===== src/rtl/mac_responder_if.sv =====
// Bundles the controller handshake and the operand-memory read port of the MAC responder.
interface mac_responder_if #(
    parameter int DW   = 8,
    parameter int AW   = 4,
    parameter int ACCW = 2*DW+AW
);
    logic            rd;
    logic            act;
    logic            mem_en;
    logic [AW-1:0]   mem_addr;
    logic [DW-1:0]   mem_a;
    logic [DW-1:0]   mem_b;
    logic            busy;
    logic            done;
    logic [ACCW-1:0] result;
    logic            result_valid;

    modport slave (
        input  rd, act, mem_a, mem_b,
        output mem_en, mem_addr, busy, done, result, result_valid
    );

    modport master (
        output rd, act, mem_a, mem_b,
        input  mem_en, mem_addr, busy, done, result, result_valid
    );
endinterface


===== src/rtl/mac_responder.sv =====
// Responder for the rd/act/done handshake: fetches LEN operand pairs and
// multiply-accumulates them, parking at most one returned pair while act is low.
module mac_responder #(
    parameter int DW   = 8,
    parameter int AW   = 4,
    parameter int LEN  = 16,
    parameter int ACCW = 2*DW+AW
) (
    input logic            clk,
    input logic            rst_n,
    mac_responder_if.slave bus
);
    localparam int           CW    = AW+1;
    localparam logic [CW-1:0] LEN_C = CW'(LEN);

    typedef enum logic [1:0] {IDLE, RUN, DONE} state_t;

    state_t          state;
    logic            rd_q;
    logic [CW-1:0]   issued;
    logic [CW-1:0]   consumed;
    logic            dvalid;
    logic            hold_full;
    logic [DW-1:0]   hold_a;
    logic [DW-1:0]   hold_b;
    logic [ACCW-1:0] acc;
    logic            busy;
    logic            done;
    logic [ACCW-1:0] result;
    logic            result_valid;

    logic            hold_free_next;
    logic            issue;
    logic            take_hold;
    logic            take_new;
    logic            consume;
    logic            park;
    logic [DW-1:0]   op_a;
    logic [DW-1:0]   op_b;
    logic [2*DW-1:0] prod;
    logic [ACCW-1:0] acc_next;

    // A read is only issued if the hold slot will be free after this edge, so the
    // data it returns can always be parked even if act is low on arrival.
    assign hold_free_next = hold_full ? (bus.act && !dvalid) : !(dvalid && !bus.act);
    assign issue          = (state == RUN) && bus.rd && (issued < LEN_C) && hold_free_next;

    assign take_hold = hold_full && bus.act;
    assign take_new  = dvalid && bus.act && !hold_full;
    assign consume   = take_hold || take_new;
    assign park      = dvalid && (!bus.act || hold_full);

    assign op_a     = hold_full ? hold_a : bus.mem_a;
    assign op_b     = hold_full ? hold_b : bus.mem_b;
    assign prod     = {{DW{1'b0}}, op_a} * {{DW{1'b0}}, op_b};
    assign acc_next = acc + ACCW'(prod);

    assign bus.mem_en       = issue;
    assign bus.mem_addr     = issued[AW-1:0];
    assign bus.busy         = busy;
    assign bus.done         = done;
    assign bus.result       = result;
    assign bus.result_valid = result_valid;

    always_ff @(posedge clk) begin
        if (!rst_n) begin
            state        <= IDLE;
            rd_q         <= 1'b0;
            issued       <= '0;
            consumed     <= '0;
            dvalid       <= 1'b0;
            hold_full    <= 1'b0;
            hold_a       <= '0;
            hold_b       <= '0;
            acc          <= '0;
            busy         <= 1'b0;
            done         <= 1'b0;
            result       <= '0;
            result_valid <= 1'b0;
        end else begin
            // Outside IDLE rd_q is forced high so a restart needs a fresh low sample in IDLE.
            rd_q   <= (state == IDLE) ? bus.rd : 1'b1;
            dvalid <= issue;
            case (state)
                IDLE: begin
                    if (bus.rd && !rd_q) begin
                        state        <= RUN;
                        busy         <= 1'b1;
                        acc          <= '0;
                        issued       <= '0;
                        consumed     <= '0;
                        hold_full    <= 1'b0;
                        result_valid <= 1'b0;
                    end
                end
                RUN: begin
                    if (issue)
                        issued <= issued + CW'(1);
                    if (park) begin
                        hold_full <= 1'b1;
                        hold_a    <= bus.mem_a;
                        hold_b    <= bus.mem_b;
                    end else if (take_hold) begin
                        hold_full <= 1'b0;
                    end
                    if (consume) begin
                        acc      <= acc_next;
                        consumed <= consumed + CW'(1);
                        if (consumed == LEN_C - CW'(1)) begin
                            state        <= DONE;
                            done         <= 1'b1;
                            result       <= acc_next;
                            result_valid <= 1'b1;
                        end
                    end
                end
                DONE: begin
                    state     <= IDLE;
                    done      <= 1'b0;
                    busy      <= 1'b0;
                    hold_full <= 1'b0;
                end
                default: state <= IDLE;
            endcase
        end
    end
endmodule

===== src/flat_wrapper.sv =====
// flat-port wrapper written by rule: the top's interface ports become plain ports
module mac_responder_flat 
#(
    parameter int DW   = 8,
    parameter int AW   = 4,
    parameter int LEN  = 16,
    parameter int ACCW = 2*DW+AW
)
  (clk, rst_n, bus_rd, bus_act, bus_mem_a, bus_mem_b, bus_mem_en, bus_mem_addr, bus_busy, bus_done, bus_result, bus_result_valid);
  mac_responder_if #(.DW(DW), .AW(AW), .ACCW(ACCW)) bus_i ();
  input logic clk;
  input logic rst_n;
  input wire logic [$bits(bus_i.rd)-1:0] bus_rd;
  input wire logic [$bits(bus_i.act)-1:0] bus_act;
  input wire logic [$bits(bus_i.mem_a)-1:0] bus_mem_a;
  input wire logic [$bits(bus_i.mem_b)-1:0] bus_mem_b;
  output wire logic [$bits(bus_i.mem_en)-1:0] bus_mem_en;
  output wire logic [$bits(bus_i.mem_addr)-1:0] bus_mem_addr;
  output wire logic [$bits(bus_i.busy)-1:0] bus_busy;
  output wire logic [$bits(bus_i.done)-1:0] bus_done;
  output wire logic [$bits(bus_i.result)-1:0] bus_result;
  output wire logic [$bits(bus_i.result_valid)-1:0] bus_result_valid;
  assign bus_i.rd = bus_rd;
  assign bus_i.act = bus_act;
  assign bus_i.mem_a = bus_mem_a;
  assign bus_i.mem_b = bus_mem_b;
  assign bus_mem_en = bus_i.mem_en;
  assign bus_mem_addr = bus_i.mem_addr;
  assign bus_busy = bus_i.busy;
  assign bus_done = bus_i.done;
  assign bus_result = bus_i.result;
  assign bus_result_valid = bus_i.result_valid;
  mac_responder #(.DW(DW), .AW(AW), .LEN(LEN), .ACCW(ACCW)) u_core (.clk(clk), .rst_n(rst_n), .bus(bus_i));
endmodule

===== config.mk =====
export PLATFORM = sky130hd
export DESIGN_NAME = mac_responder_flat
export DESIGN_NICKNAME = d
export VERILOG_FILES = /design/src/rtl/mac_responder_if.sv /design/src/rtl/mac_responder.sv /design/src/flat_wrapper.sv
export SDC_FILE = /design/constraint.sdc
export NUM_CORES = 1
export LEC_CHECK = 0
export ABC_AREA = 1
export ABC_CLOCK_PERIOD_IN_PS = 8300
export CORE_MARGIN = 8
export CORE_UTILIZATION = 60
export DETAILED_ROUTE_END_ITERATION = 10
export HOLD_SLACK_MARGIN = 0.15
export MAX_ROUTING_LAYER = met4
export PLACE_DENSITY = 0.9
export SYNTH_ARGS = -nofsm -noshare
export SYNTH_HDL_FRONTEND = slang
export SYNTH_SLANG_ARGS = --single-unit

===== constraint.sdc =====
create_clock -name clk -period 8.3 [get_ports clk]
set_clock_uncertainty 0.05 [all_clocks]
set_input_delay 2.49 -clock clk [delete_from_list [all_inputs] [get_ports clk]]
set_output_delay 2.49 -clock clk [all_outputs]
set_load 0.02 [all_outputs]

Word-level counts from Yosys, hierarchy flattened
Index checks and enable logic that the tools add are counted.
{"block": "word_totals", "regBits": 74, "out_inout_bits": 28, "in_bits": 20, "elab_cells": 83}
{"block": "op_classes", "add_sub_neg": 3, "eq_ne": 8, "mux": 26, "magnitude_cmp": 1, "multipliers": 1, "reduce_logical": 31}
{"op": "$mux W20", "count": 2}
{"op": "$pmux W20 S2", "count": 1}
{"op": "$add A20 B16 Y20", "count": 1}
{"op": "$pmux W5 S2", "count": 2}
{"op": "$reduce_and A3 Y1", "count": 6}
{"op": "$mul A8 B8 Y16", "count": 1}
{"op": "$mux W8", "count": 2}
{"op": "$mux W5", "count": 3}
{"op": "$add A5 B1 Y5 const B", "count": 2}
{"op": "$logic_and A1 B1 Y1", "count": 10}
{"op": "$mux W1", "count": 8}
{"op": "$mux W2", "count": 3}
{"op": "$ne A2 B2 Y1 const B", "count": 3}
{"op": "$pmux W1 S2", "count": 3}
{"op": "$reduce_bool A2 Y1", "count": 3}
{"op": "$eq A5 B4 Y1 const B", "count": 1}
{"op": "$logic_not A1 Y1", "count": 5}
{"op": "$lt A5 B5 Y1 const B", "count": 1}
{"op": "$pmux W2 S2", "count": 1}
{"op": "$reduce_and A2 Y1", "count": 2}
{"op": "$reduce_and A4 Y1", "count": 1}
{"op": "$ne A3 B1 Y1 const B", "count": 1}
{"op": "$pmux W1 S3", "count": 1}
{"op": "$reduce_bool A3 Y1", "count": 1}
{"op": "5 further kinds", "count": 6}

Depth between registers and ports, before layout
{"block": "logic_depth", "word_depth": 7, "mapped_depth": 25, "mapped_depth_nobuf": 24}

Worst setup path after synthesis
No wires, ideal clock.
{"block": "synth_path", "kind": "input port to flip-flop", "startpoint": "input bus_mem_a[1]", "endpoint": "register u_core.result[9], in the netlist u_core.bus.result[9]", "required_time_ns": 8.134, "cell_stages": 20, "slack_ns": 1.777, "arrival_time_ns": 6.357, "path_buffers": 0, "setup_ns": 0.116, "cell_sequence": "o21ai_0 -> inv_1 -> nand2_1 -> fa_1 -> fa_1 -> inv_1 -> fa_1 -> inv_1 -> fa_1 -> inv_1 -> ha_1 -> nand2_1 -> inv_1 -> nand3_1 -> nand2_1 -> or2_2 -> nand2_1 -> nand2_1 -> o211ai_1 -> inv_1"}
{"block": "synth_via", "elab_chain_len": 3}
{"item": "from (decl)", "line": "flat_wrapper.sv:15", "text": "input wire logic [$bits(bus_i.mem_a)-1:0] bus_mem_a;"}
{"item": "$mux W8", "line": "mac_responder.sv:53", "text": "assign op_a = hold_full ? hold_a : bus.mem_a;"}
{"item": "$mul A8 B8 Y16", "line": "mac_responder.sv:55", "text": "assign prod = {{DW{1'b0}}, op_a} * {{DW{1'b0}}, op_b};"}
{"item": "$add A20 B16 Y20", "line": "mac_responder.sv:56", "text": "assign acc_next = acc + ACCW'(prod);"}
{"item": "to (signal assigned)", "line": "mac_responder.sv:112", "text": "result <= acc_next;"}
{"item": "to (decl)", "line": "mac_responder.sv:29", "text": "logic [ACCW-1:0] result;"}
No other way between the ends.
A chain may end at the register's enable or synchronous reset.

Worst setup path in the final report
{"block": "layout_path", "startpoint": "input bus_mem_a[1]", "endpoint": "register u_core.result[16], in the netlist u_core.bus.result[16]"}
Same word-level chain as after synthesis.

==> run_results.csv <==
group,metric,value,unit
setup_path,critPathCaptureType,"register",
setup_path,crit_type,"in2reg",
floorplanning,die_area,13700,um^2
sta,slew-limit-headroom,26.1,%
clocking,cts_sinks,74,
cells_and_area,fillers,835,
floorplanning,initial_utilization,60.6,%
placed_design,dpl.cell_count,1027,
floorplanning,ioPinCount,48,
power,ir_worst_vdd,0.000138,V
placed_design,gp_congestion,0.991,
synth,seq_area_frac_synth,24.2,%
cells_and_area,drive_gt1_share,5.62,%
cells_and_area,nNetsFinal,1021,
grt,grt_max_degree,41,
route,drt-pass1-iter-count,5,
sta,final.setup.tns,0,ns
floorplanning,core,10100,um^2
synth,synth.distinct_cells,36,
synth,yosysWarnings,0,
synth,ys_ff_latch,74,
setup_path,rr_startpoint,"u_core.hold_full",
power,power_switching_share,46.9,%
cells_and_area,regArea,1480,um^2
floorplanning,num_rows,37,
power,p_switching,697,uW
worst_hold_path,min_from,"u_core.hold_a[0]",
clocking,root_buffer,"clkbuf_8",
sta,fin_crit_sh,84.7,%
setup_path,startpoint,"bus_mem_a[1]",
route,ant_nets,0,
clocking,h-tree-depth,3,
clocking,clockBufferDepth,2,
setup_path,arrival,7.25,ns
placed_design,io_buffers,47,
cells_and_area,antenna_cells,0,
placed_design,place_ws,0.945,ns
clocking,ctsHoldBuffers,0,
synth,synth_top_family_by_area,"adder cells",
cells_and_area,final_cell_mix,"211 x nand2_1, 200 x inv_1, 85 x nor2_1, 74 x dfxtp_1, 50 x fa_1",
sta,hold_slack,0.404,ns
setup_path,path_max_fanout,6,
route,vias,5373,
power,pwr-share-seq,25.4,%
synth,syn_area,6120,um^2
clocking,clk_pin_slew_worst_paths,0.09,ns
power,pwr-share-comb,53.9,%
route,vias_per_cell,5.15,
power,p_per_area,216,nW/um^2
synth,synth_cells,865,
clocking,cts_tree,"done",
sta,post-route-min-period,7.03,ns
setup_path,critical_path_required,8.52,ns
run_status,outcome,"finished clean",
clocking,postCtsSetupBuffers,0,
route,drc_errors,0,
grt,grt_usage,23.7,%
sta,drv_slew,0,
power,p_int,791,uW
cells_and_area,final_common_cell,"nand2_1",
sta,grt_setup_unrepaired,"no",
grt,gr-total-overflow,0,
power,p_total,1.49,mW
synth,synthFlopType,"dfxtp_1",
grt,grt_pass1_wl,24600,um
sta,setup_violations,0,
clocking,cts_resized,0,
clocking,cts_made_buffers,9,
synth,synth_xor_area_share,1.00,%
flow_run,drv_cap,0,
placed_design,hpwlAfterDp,11000,um
floorplanning,die_y,117,um
sta,worst_slack,1.27,ns
synth,synth-edff-count,0,
cells_and_area,multi_input_area,3750,um^2
synth,async_reset_ff_share,0,%
grt,grt_pass1_vias,5262,
sta,max_slew.worst_pin.slew,1.11,ns
route,wirelength,14500,um
synth,synth_nets,984,
floorplanning,die_w,117,um
cells_and_area,finalNonFillerCells,1043,
clocking,worst_skew_pair.late_latency,0.38,ns
route,drt_iter0_markers,518,
power,clockPowerShare,20.8,%
sta,fmax,142,MHz
grt,grt_antenna_before_repair,0,
synth,synth_simple_gate_area_share,22.9,%
cells_and_area,area.growth.synth_to_final,12.3,%
sta,hold_viol,0,
worst_hold_path,hold_class,"reg2reg",
synth,avgSynthCellArea,7.07,um^2
synth,synth-adder-area-share,26.4,%
setup_path,cp-start-kind,"input pin",
route,wl_per_cell,13.9,um
synth,synth-compound-area-share,10.9,%
synth,muxShareOfSynthArea,0,%
power,leakage,3.45,nW
final cells by class:
class / instances / area share (%)
Multi-Input combinational cell: 563 / 54.5
Inverter: 202 / 11.1
Clock buffer: 9 / 1.80
Tap cell: 136 / 2.48
Clock inverter: 7 / 1.20
Sequential cell: 74 / 21.6
Timing Repair Buffer: 52 / 7.39
synthesized netlist by cell type, types with 4 or more instances:
master | number | area share (%)
nor2_1 | 86 | 5.3
buf_2 | 5 | 0.41
a21oi_1 | 45 | 3.7
buf_4 | 4 | 0.49
clkbuf_1 | 15 | 0.92
xor2_1 | 7 | 1.0
ha_1 | 49 | 10
o21ai_1 | 9 | 0.74
fa_1 | 50 | 16
nand2_1 | 211 | 13
o21ai_0 | 44 | 3.6
nand3_1 | 21 | 1.7
nor3_1 | 4 | 0.33
nand3_2 | 8 | 1.3
dfxtp_1 | 74 | 24
a21oi_2 | 10 | 1.4
inv_1 | 200 | 12
path summary, 6_finish.rpt:
kind                            to  slack (ns)  depth (start not counted)
max          u_core.bus.result[16]        1.27                         22
min               u_core.hold_a[0]        0.40                          2
max reg2reg  u_core.bus.result[17]        2.67                         21
min reg2reg       u_core.hold_a[0]        0.40                          2
worst max-delay path, stage by stage:
cell and delay (ns):
clkdlybuf4s50_1 0.42, o21ai_0 0.54, inv_1 0.19, nand2_1 0.13
fa_1 0.45, fa_1 0.54, inv_1 0.06, fa_1 0.55
inv_1 0.06, fa_1 0.54, inv_1 0.04, ha_1 0.34
nand2_1 0.12, inv_1 0.05, nand2_1 0.06, nand3_1 0.16
nand2_1 0.13, nand3_1 0.13, nand2_1 0.10, nand2_1 0.05
nand2_1 0.06, inv_1 0.04
registers in the layout, summed over array words and instances, names as in the netlist:
signal                   cells
u_core.bus.busy              1
u_core.hold_b                8
u_core.hold_a                8
u_core.issued                5
u_core.bus.result_valid      1
u_core.bus.result           20
u_core.hold_full             1
u_core.acc                  20
u_core.consumed              5
u_core.dvalid                1
u_core.state                 2
u_core.bus.done              1
u_core.rd_q                  1
power groups by stage:
stage | clock network, mW | registers (mW) | logic, mW
2_1_floorplan | 0 | 0.384 | 0.591
3_3_place_gp | 0 | 0.385 | 0.752
3_5_place_dp | 0 | 0.385 | 0.772
4_1_cts | 0.310 | 0.377 | 0.791
5_1_grt | 0.328 | 0.379 | 0.915
6_report | 0.309 | 0.377 | 0.802
logic make-up after synthesis:
family	Yosys count
xor+xnor	7
fa+ha+maj	99
flops	74
buf+inv	228
simple gates	339
compound gates	118
per-layer routing:
metal  part of all wire, %  track usage (%)  wire [um]
met1                    45             29.6       6500
met2                    47             37.6       6750
met4                   2.2             8.70        320
met5                     0                -          0
met3                   6.2             4.62        904
through the flow:
step                      utilization, %  instance area, um^2
after detailed placement            66.1                 6670
after global placement              66.1                 6670
after floorplan                        -                 6120
final                               68.1                 6870
after global routing                68.1                 6870
after CTS                           68.1                 6870
(Power assumes the default switching activity.)
